### src/rtl/fp_ctrl_pkg.sv
// Shared types and helpers for the floating-point add/subtract control sequencer.
package fp_ctrl_pkg;

  localparam int DEF_EXPBITS      = 8;
  localparam int DEF_MANTISSABITS = 23;

  typedef enum logic [2:0] {
    S_IDLE, S_ALIGN, S_ADD, S_NORM, S_ROUND, S_CHECK, S_RENORM, S_DONE
  } state_t;

  // Shifting right past the whole datapath is equivalent to a full clear,
  // so the alignment count saturates at the datapath width.
  function automatic int align_count(input int diff, input int limit);
    return (diff < limit) ? diff : limit;
  endfunction

endpackage

### src/rtl/fp_align_step.sv
// Multi-cycle alignment counter: emits at most SHIFTSTEP bits of right shift per cycle.
module fp_align_step #(
  parameter int SHIFTSTEP = 8,
  parameter int SAW       = 5
) (
  input  logic           clk,
  input  logic           rst,
  input  logic           load,
  input  logic [SAW-1:0] load_val,
  input  logic           step,
  output logic [SAW-1:0] shift_amt,
  output logic           shift_en,
  output logic           last
);

  localparam logic [SAW-1:0] STEP = SAW'(SHIFTSTEP);

  logic [SAW-1:0] rem;
  logic [SAW-1:0] chunk;

  assign chunk     = (rem < STEP) ? rem : STEP;
  assign shift_amt = step ? chunk : '0;
  assign shift_en  = step && (rem != '0);
  // Remaining count reaches zero after this cycle's chunk.
  assign last      = (rem <= STEP);

  always_ff @(posedge clk or posedge rst) begin
    if (rst)       rem <= '0;
    else if (load) rem <= load_val;
    else if (step) rem <= rem - chunk;
  end

endmodule

### src/rtl/fp_addsub_sequencer.sv
// Control FSM for the FP add/subtract datapath: align, add/sub, normalise, round, renormalise.
// Leading-one and exponent are sampled while in ADD, i.e. from the adder output before it is registered.
module fp_addsub_sequencer
  import fp_ctrl_pkg::*;
#(
  parameter int  EXPBITS      = DEF_EXPBITS,
  parameter int  MANTISSABITS = DEF_MANTISSABITS,
  parameter int  SHIFTSTEP    = 8,
  localparam int NBITS        = $clog2(MANTISSABITS+2),
  localparam int SAW          = $clog2(MANTISSABITS+3)
) (
  input  logic                    Clock,
  input  logic                    Reset,
  input  logic                    Go,
  input  logic                    Sub,
  input  logic                    ExpSet,
  input  logic [EXPBITS-1:0]      ExpDiff,
  input  logic [EXPBITS-1:0]      ExpResult,
  input  logic                    FFOValid,
  input  logic [NBITS-1:0]        FFOIndex,
  input  logic [MANTISSABITS+1:0] Out,
  output logic                    Busy,
  output logic                    Done,
  output logic                    Zero,
  output logic                    Overflow,
  output logic                    Underflow,
  output logic                    SelExpMux,
  output logic                    SelSRMux,
  output logic                    ShiftRightEnable,
  output logic [SAW-1:0]          ShiftRightAmount,
  output logic                    AddEn,
  output logic                    SubEn,
  output logic                    SREn,
  output logic                    SLEn,
  output logic                    NoShift,
  output logic [NBITS-1:0]        ShiftAmount,
  output logic                    IncrEn,
  output logic                    DecrEn,
  output logic                    RoundEn,
  output logic                    SelExpMuxR,
  output logic                    SelManMuxR
);

  localparam logic [NBITS-1:0] IDX_TOP = NBITS'(MANTISSABITS+1);
  localparam logic [NBITS-1:0] IDX_NRM = NBITS'(MANTISSABITS);

  state_t           state, next_state;
  logic             sub_q, es_q, zero_q, uf_q, ovf_q;
  logic [NBITS-1:0] idx_q;
  logic             accept, align_last;
  logic             out_unused;

  assign accept     = (state == S_IDLE) && Go;
  assign out_unused = ^Out[MANTISSABITS:0];

  fp_align_step #(.SHIFTSTEP(SHIFTSTEP), .SAW(SAW)) u_align (
    .clk       (Clock),
    .rst       (Reset),
    .load      (accept),
    .load_val  (SAW'(align_count(int'(ExpDiff), MANTISSABITS+2))),
    .step      (state == S_ALIGN),
    .shift_amt (ShiftRightAmount),
    .shift_en  (ShiftRightEnable),
    .last      (align_last)
  );

  always_ff @(posedge Clock or posedge Reset) begin
    if (Reset) begin
      state  <= S_IDLE;
      sub_q  <= 1'b0;
      es_q   <= 1'b0;
      zero_q <= 1'b0;
      uf_q   <= 1'b0;
      ovf_q  <= 1'b0;
      idx_q  <= '0;
    end else begin
      state <= next_state;
      if (accept) begin
        sub_q  <= Sub;
        es_q   <= ExpSet;
        zero_q <= 1'b0;
        uf_q   <= 1'b0;
        ovf_q  <= 1'b0;
      end
      if (state == S_ADD) begin
        zero_q <= !FFOValid;
        idx_q  <= FFOIndex;
        // Left shift by MANTISSABITS-idx would take the exponent to zero or below.
        uf_q   <= FFOValid && (FFOIndex < IDX_NRM) &&
                  (int'(ExpResult) <= MANTISSABITS - int'(FFOIndex));
      end
      if (next_state == S_DONE) ovf_q <= &ExpResult;
    end
  end

  always_comb begin
    next_state = state;
    unique case (state)
      S_IDLE:   if (Go) next_state = S_ALIGN;
      S_ALIGN:  if (align_last) next_state = S_ADD;
      S_ADD:    next_state = S_NORM;
      S_NORM:   next_state = zero_q ? S_DONE : S_ROUND;
      S_ROUND:  next_state = S_CHECK;
      S_CHECK:  next_state = Out[MANTISSABITS+1] ? S_RENORM : S_DONE;
      S_RENORM: next_state = S_DONE;
      S_DONE:   next_state = S_IDLE;
      default:  next_state = S_IDLE;
    endcase
  end

  always_comb begin
    Busy        = (state != S_IDLE);
    Done        = (state == S_DONE);
    Zero        = Done && zero_q;
    Overflow    = Done && ovf_q;
    Underflow   = Done && uf_q;
    SelExpMux   = Busy && es_q;
    SelSRMux    = Busy && es_q;
    AddEn       = (state == S_ADD) && !sub_q;
    SubEn       = (state == S_ADD) && sub_q;
    RoundEn     = (state == S_ROUND);
    SelExpMuxR  = (state == S_RENORM);
    SelManMuxR  = (state == S_RENORM);
    SREn        = (state == S_RENORM);
    IncrEn      = (state == S_RENORM);
    SLEn        = 1'b0;
    DecrEn      = 1'b0;
    NoShift     = 1'b0;
    ShiftAmount = '0;
    if (state == S_NORM && !zero_q) begin
      if (idx_q == IDX_TOP) begin
        SREn        = 1'b1;
        IncrEn      = 1'b1;
        ShiftAmount = NBITS'(1);
      end else if (idx_q == IDX_NRM) begin
        NoShift     = 1'b1;
      end else if (idx_q < IDX_NRM) begin
        SLEn        = 1'b1;
        DecrEn      = 1'b1;
        ShiftAmount = IDX_NRM - idx_q;
      end
    end
  end

endmodule

### config.mk
export PLATFORM = sky130hd
export DESIGN_NAME = fp_addsub_sequencer
export DESIGN_NICKNAME = d
export VERILOG_FILES = /design/src/rtl/fp_ctrl_pkg.sv /design/src/rtl/fp_align_step.sv /design/src/rtl/fp_addsub_sequencer.sv
export SDC_FILE = /design/constraint.sdc
export NUM_CORES = 1
export LEC_CHECK = 0
export ABC_AREA = 1
export BUFFER_PORTS_ARGS = -buffer_cell sky130_fd_sc_hd__buf_2
export CAP_MARGIN = 0
export CELL_PAD_IN_SITES_DETAIL_PLACEMENT = 1
export CELL_PAD_IN_SITES_GLOBAL_PLACEMENT = 2
export CORE_MARGIN = 2
export CORE_UTILIZATION = 22
export DETAILED_ROUTE_END_ITERATION = 10
export HOLD_SLACK_MARGIN = 0.02
export PLACE_DENSITY_LB_ADDON = 0.05
export SKIP_LAST_GASP = 1
export SLEW_MARGIN = 20
export SYNTH_ARGS = -nofsm -noshare
export SYNTH_HDL_FRONTEND = slang
export SYNTH_HIERARCHICAL = 1
export SYNTH_SLANG_ARGS = --single-unit
export TNS_END_PERCENT = 20
### constraint.sdc
create_clock -name Clock -period 1.9 [get_ports Clock]
set_clock_uncertainty 0.2 [all_clocks]
set_input_delay 0 -clock Clock [delete_from_list [all_inputs] [get_ports Clock]]
set_output_delay 0 -clock Clock [all_outputs]
set_load 0.02 [all_outputs]
==> results.py <==
metrics = {
    "status": {
        "status": "finished, final reports clean",
    },
    "synth": {
        "syn_inst": 226,
        "synth_top_cell_area_share_pct": 29.48,
        "syn_area_per_cell_sq_um": 6.760,
        "synth_area_sq_um": 1528,
        "ys_ff_latch": 18,
        "async_reset_ff_share_pct": 100.0,
        "synth_mux_area_share_pct": 1.474,
        "synth_top_family_by_area": "simple AND/OR/NAND/NOR gates",
        "yosysWarnings": 6,
        "syn_nets": 290,
        "ys_seq_area_share_pct": 29.48,
        "ys.flop_type": "dfrtp_1",
        "synth_edf_count": 0,
        "synthSimpleGateAreaFrac_pct": 37.35,
        "yosys.area_share.xor_xnor_pct": 0,
        "ys_types": 29,
        "synth_compound_area_share_pct": 5.979,
        "synth_top_cell_by_area": "dfrtp_1",
        "synth_adder_area_share_pct": 9.828,
        "netlist_top_cells_area": "dfrtp_1 (29%), nand2_1 (12%), inv_1 (10%), ha_1 (9.8%), nor2_1 (6.1%)",
    },
    "placed_design": {
        "routabilityCongestion": 0.7274,
        "dp_hpwl_um": 3813,
        "io_buffers": 54,
        "pre_cts_slack_ns": 0.2242,
    },
    "sta": {
        "drv_slew": 0,
        "worst_pin_slew_ns": 0.5420,
        "min_period_over_period_pct": 93.37,
        "max_freq_mhz": 563.7,
        "worst_slack_ns": 0.1260,
        "hold_viol_final": 0,
        "period_needed_ns": 1.774,
        "slew_headroom_pct": 63.83,
        "finalSetupViolations": 0,
        "rsz0062_at_grt": "yes",
    },
    "route": {
        "drtIter0Drc": 26,
        "avgViaCountPerCell": 4.279,
        "route.detailed.drc": 0,
        "first_pass_iters": 4,
        "detail-route-antenna-nets": 0,
        "wl_um": 4563,
        "via_count": 1626,
        "routedWlPerCell_um": 12.01,
    },
    "global_route": {
        "grt_pass1_wl_um": 7769,
        "track_usage_pct": 12.73,
        "antenna_found_initial": 0,
        "grt_max_degree": 15,
        "grt_remaining_overflow": 0,
        "grt_pass1_vias": 1718,
    },
    "clock_tree": {
        "cts_root_buf": "clkbuf_8",
        "postCtsSetupBuffers": 0,
        "clockBufferDepth": 2,
        "path_clk_slew_ns": 0.07,
        "cts_made_buffers": 3,
        "cts_tree": "built",
        "htree_num_levels": 1,
        "clk_latency_ns": 0.25,
        "cts.sinks": 18,
    },
    "worst_setup_path": {
        "critPathMaxStageDelay_ns": 0.44,
        "crit_family": "buffers and inverters",
        "crit_start": "state[2]",
        "crit_buf_inv": 5,
        "endpoint_kind": "primary output",
        "cp.depth": 8,
        "worstPathCellList": "inv_4, nand3_1, inv_1, inv_1, nor2_4, inv_2, nor2_2, buf_2",
        "crit_fanout": 8,
        "cp.required_ns": 1.70,
        "slowest_stage": "dfrtp_1",
        "reg2reg_depth": 10,
        "worstSetupPathType": "flop to primary output",
        "worstPathArrival_ns": 1.57,
        "r2r_slack_ns": 0.26,
        "cp_common_cell": "inv_1",
        "reg2reg_to": "ovf_q",
        "critPathCapture": "ShiftRightAmount[1]",
        "reg2reg_from": "u_align/rem[4]",
        "start_kind": "flop",
    },
    "floorplan": {
        "die_x_um": 87.33,
        "dieArea_sq_um": 7627,
        "core_area_sq_um": 6756,
        "die_y_um": 87.33,
        "start_util_pct": 22.61,
        "rows": 30,
        "num_io_pins": 80,
    },
    "final_layout": {
        "drive_gt1_share_pct": 30.00,
        "nets": 366,
        "diodes": 0,
        "syn2layout_area_growth_pct": 40.95,
    },
    "power_and_ir_drop": {
        "finalPower_uw": 2554,
        "p_comb_share_pct": 59.0,
        "power_leakage_uw": 0.001195,
        "switching_share_pct": 51.06,
        "power_density_nw_per_um2": 1186,
        "p_seq_share_pct": 30.5,
        "clkPwrFrac_pct": 10.5,
        "intPower_uw": 1250,
        "peakVddDrop_mv": 0.3495,
        "netSwitchingPower_uw": 1304,
    },
    "run": {
        "max_cap_viol_count": 0,
    },
    "hold_path": {
        "hold_path.class": "primary input to asynchronous set/reset pin",
    },
}
power groups by stage:
| stage | combinational, uW | clock, uW | sequential (uW) |
|---|---|---|---|
| 3_5_place_dp | 1500 | 0 | 777 |
| 2_1_floorplan | 1130 | 0 | 706 |
| 5_1_grt | 1720 | 297 | 816 |
| 4_1_cts | 1540 | 285 | 774 |
| 3_3_place_gp | 1490 | 0 | 778 |
| 6_report | 1510 | 269 | 778 |
synth_stat cells, types with 2 or more instances:
cell,n
nand2_1,49
inv_1,41
nor2_1,25
dfrtp_1,18
nand3_1,14
ha_1,12
nand4_1,10
nor2_2,9
o21ai_0,7
inv_2,6
buf_4,5
nor3_1,4
a21oi_1,3
a22oi_1,2
buf_2,2
conb_1,2
mux2_2,2
nand2_2,2
nand3_2,2
or2_2,2
what timing repair did:
item                                   4_1_cts  5_1_grt
hold buffers                                20        1
gates resized for setup                      1        5
pin swaps                                    0        1
setup endpoints to repair                    2       11
endpoints found under the hold margin       34        1
cell families after synthesis:
kind of cell	count (synthesis)
adders and majority gates	12
AOI/OAI and AO/OA	15
buffers and inverters	55
other	2
and+or+nand+nor	122
muxes	2
DFF	18
per-layer routing:
metal  global-route usage (%)  routed length (um)  part of all wire [%]
met2                    22.66                2305                    51
met1                    15.98                2090                    46
met4                    2.098                  23                  0.50
met3                    2.654                 144                   3.2
met5                        0                   0                     0
cells in the final DEF (no fill, tap or decap):
cell / netlist / final
a21oi_1: 3 / 3
a22oi_1: 2 / 2
and2_1: 1 / 1
buf_2: 2 / 53
buf_4: 5 / 5
clkbuf_8: 0 / 3
conb_1: 2 / 2
dfrtp_1: 18 / 18
dlygate4sd3_1: 0 / 20
dlymetal6s4s_1: 0 / 1
ha_1: 12 / 11
ha_4: 0 / 1
inv_1: 41 / 41
inv_2: 6 / 5
inv_4: 0 / 1
mux2_2: 2 / 2
nand2_1: 49 / 49
nand2_2: 2 / 2
nand3_1: 14 / 13
nand3_2: 2 / 3
nand3b_1: 1 / 1
nand4_1: 10 / 10
nor2_1: 25 / 24
nor2_2: 9 / 9
nor2_4: 1 / 2
nor3_1: 4 / 4
nor3b_1: 1 / 1
nor4_1: 1 / 1
o21ai_0: 7 / 7
o21ai_1: 1 / 1
o21ai_2: 1 / 1
o31ai_2: 1 / 1
or2_2: 2 / 2
worst min-delay path by stage:
stage / from / end / depth (start not counted)
finish: Reset / u_align/rem[0] / 3
global route: Reset / u_align/rem[0] / 3
CTS: Reset / u_align/rem[0] / 3
detailed placement: Reset / u_align/rem[0] / 2
global placement: Reset / u_align/rem[0] / 2
floorplan: Reset / u_align/rem[0] / 1
worst register-to-register path: stages (launching register included):
cell and delay, ns:
dfrtp_1 0.46, nor2_2 0.20, inv_2 0.08, nand2_1 0.11, nand4_1 0.10, nand2_1 0.08, nor2_2 0.05, nor2_2 0.09
nand2_1 0.06, nand2_1 0.05, nand2_1 0.04
area by class of cell:
cell class | instances | area [sq um]
fill | 873 | 4603
multi-input combinational | 153 | 867.1
timing repair buffer | 79 | 515.5
sequential | 18 | 450.4
inverter | 47 | 178.9
tap | 80 | 100.1
clock buffer | 3 | 41.29
per-stage QoR:
step	cells	hold slack, ns	setup TNS [ns]	cell area (sq um)	util (%)
finish	380	0.02126	0	2153	31.87
global route	380	0.04837	-0.08329	2153	31.87
CTS	380	0.02355	0	2123	31.43
detailed placement	357	-0.2610	0	1877	27.78
global placement	357	-0.2641	0	1877	27.78
floorplan	226	-0.4215	0	1528	-
registers in the layout, indices dropped and copies added (netlist names):
register     count
u_align/rem      5
zero_q           1
sub_q            1
es_q             1
uf_q             1
ovf_q            1
state            3
idx_q            5
Note: power is estimated with default switching activity, not from simulation.
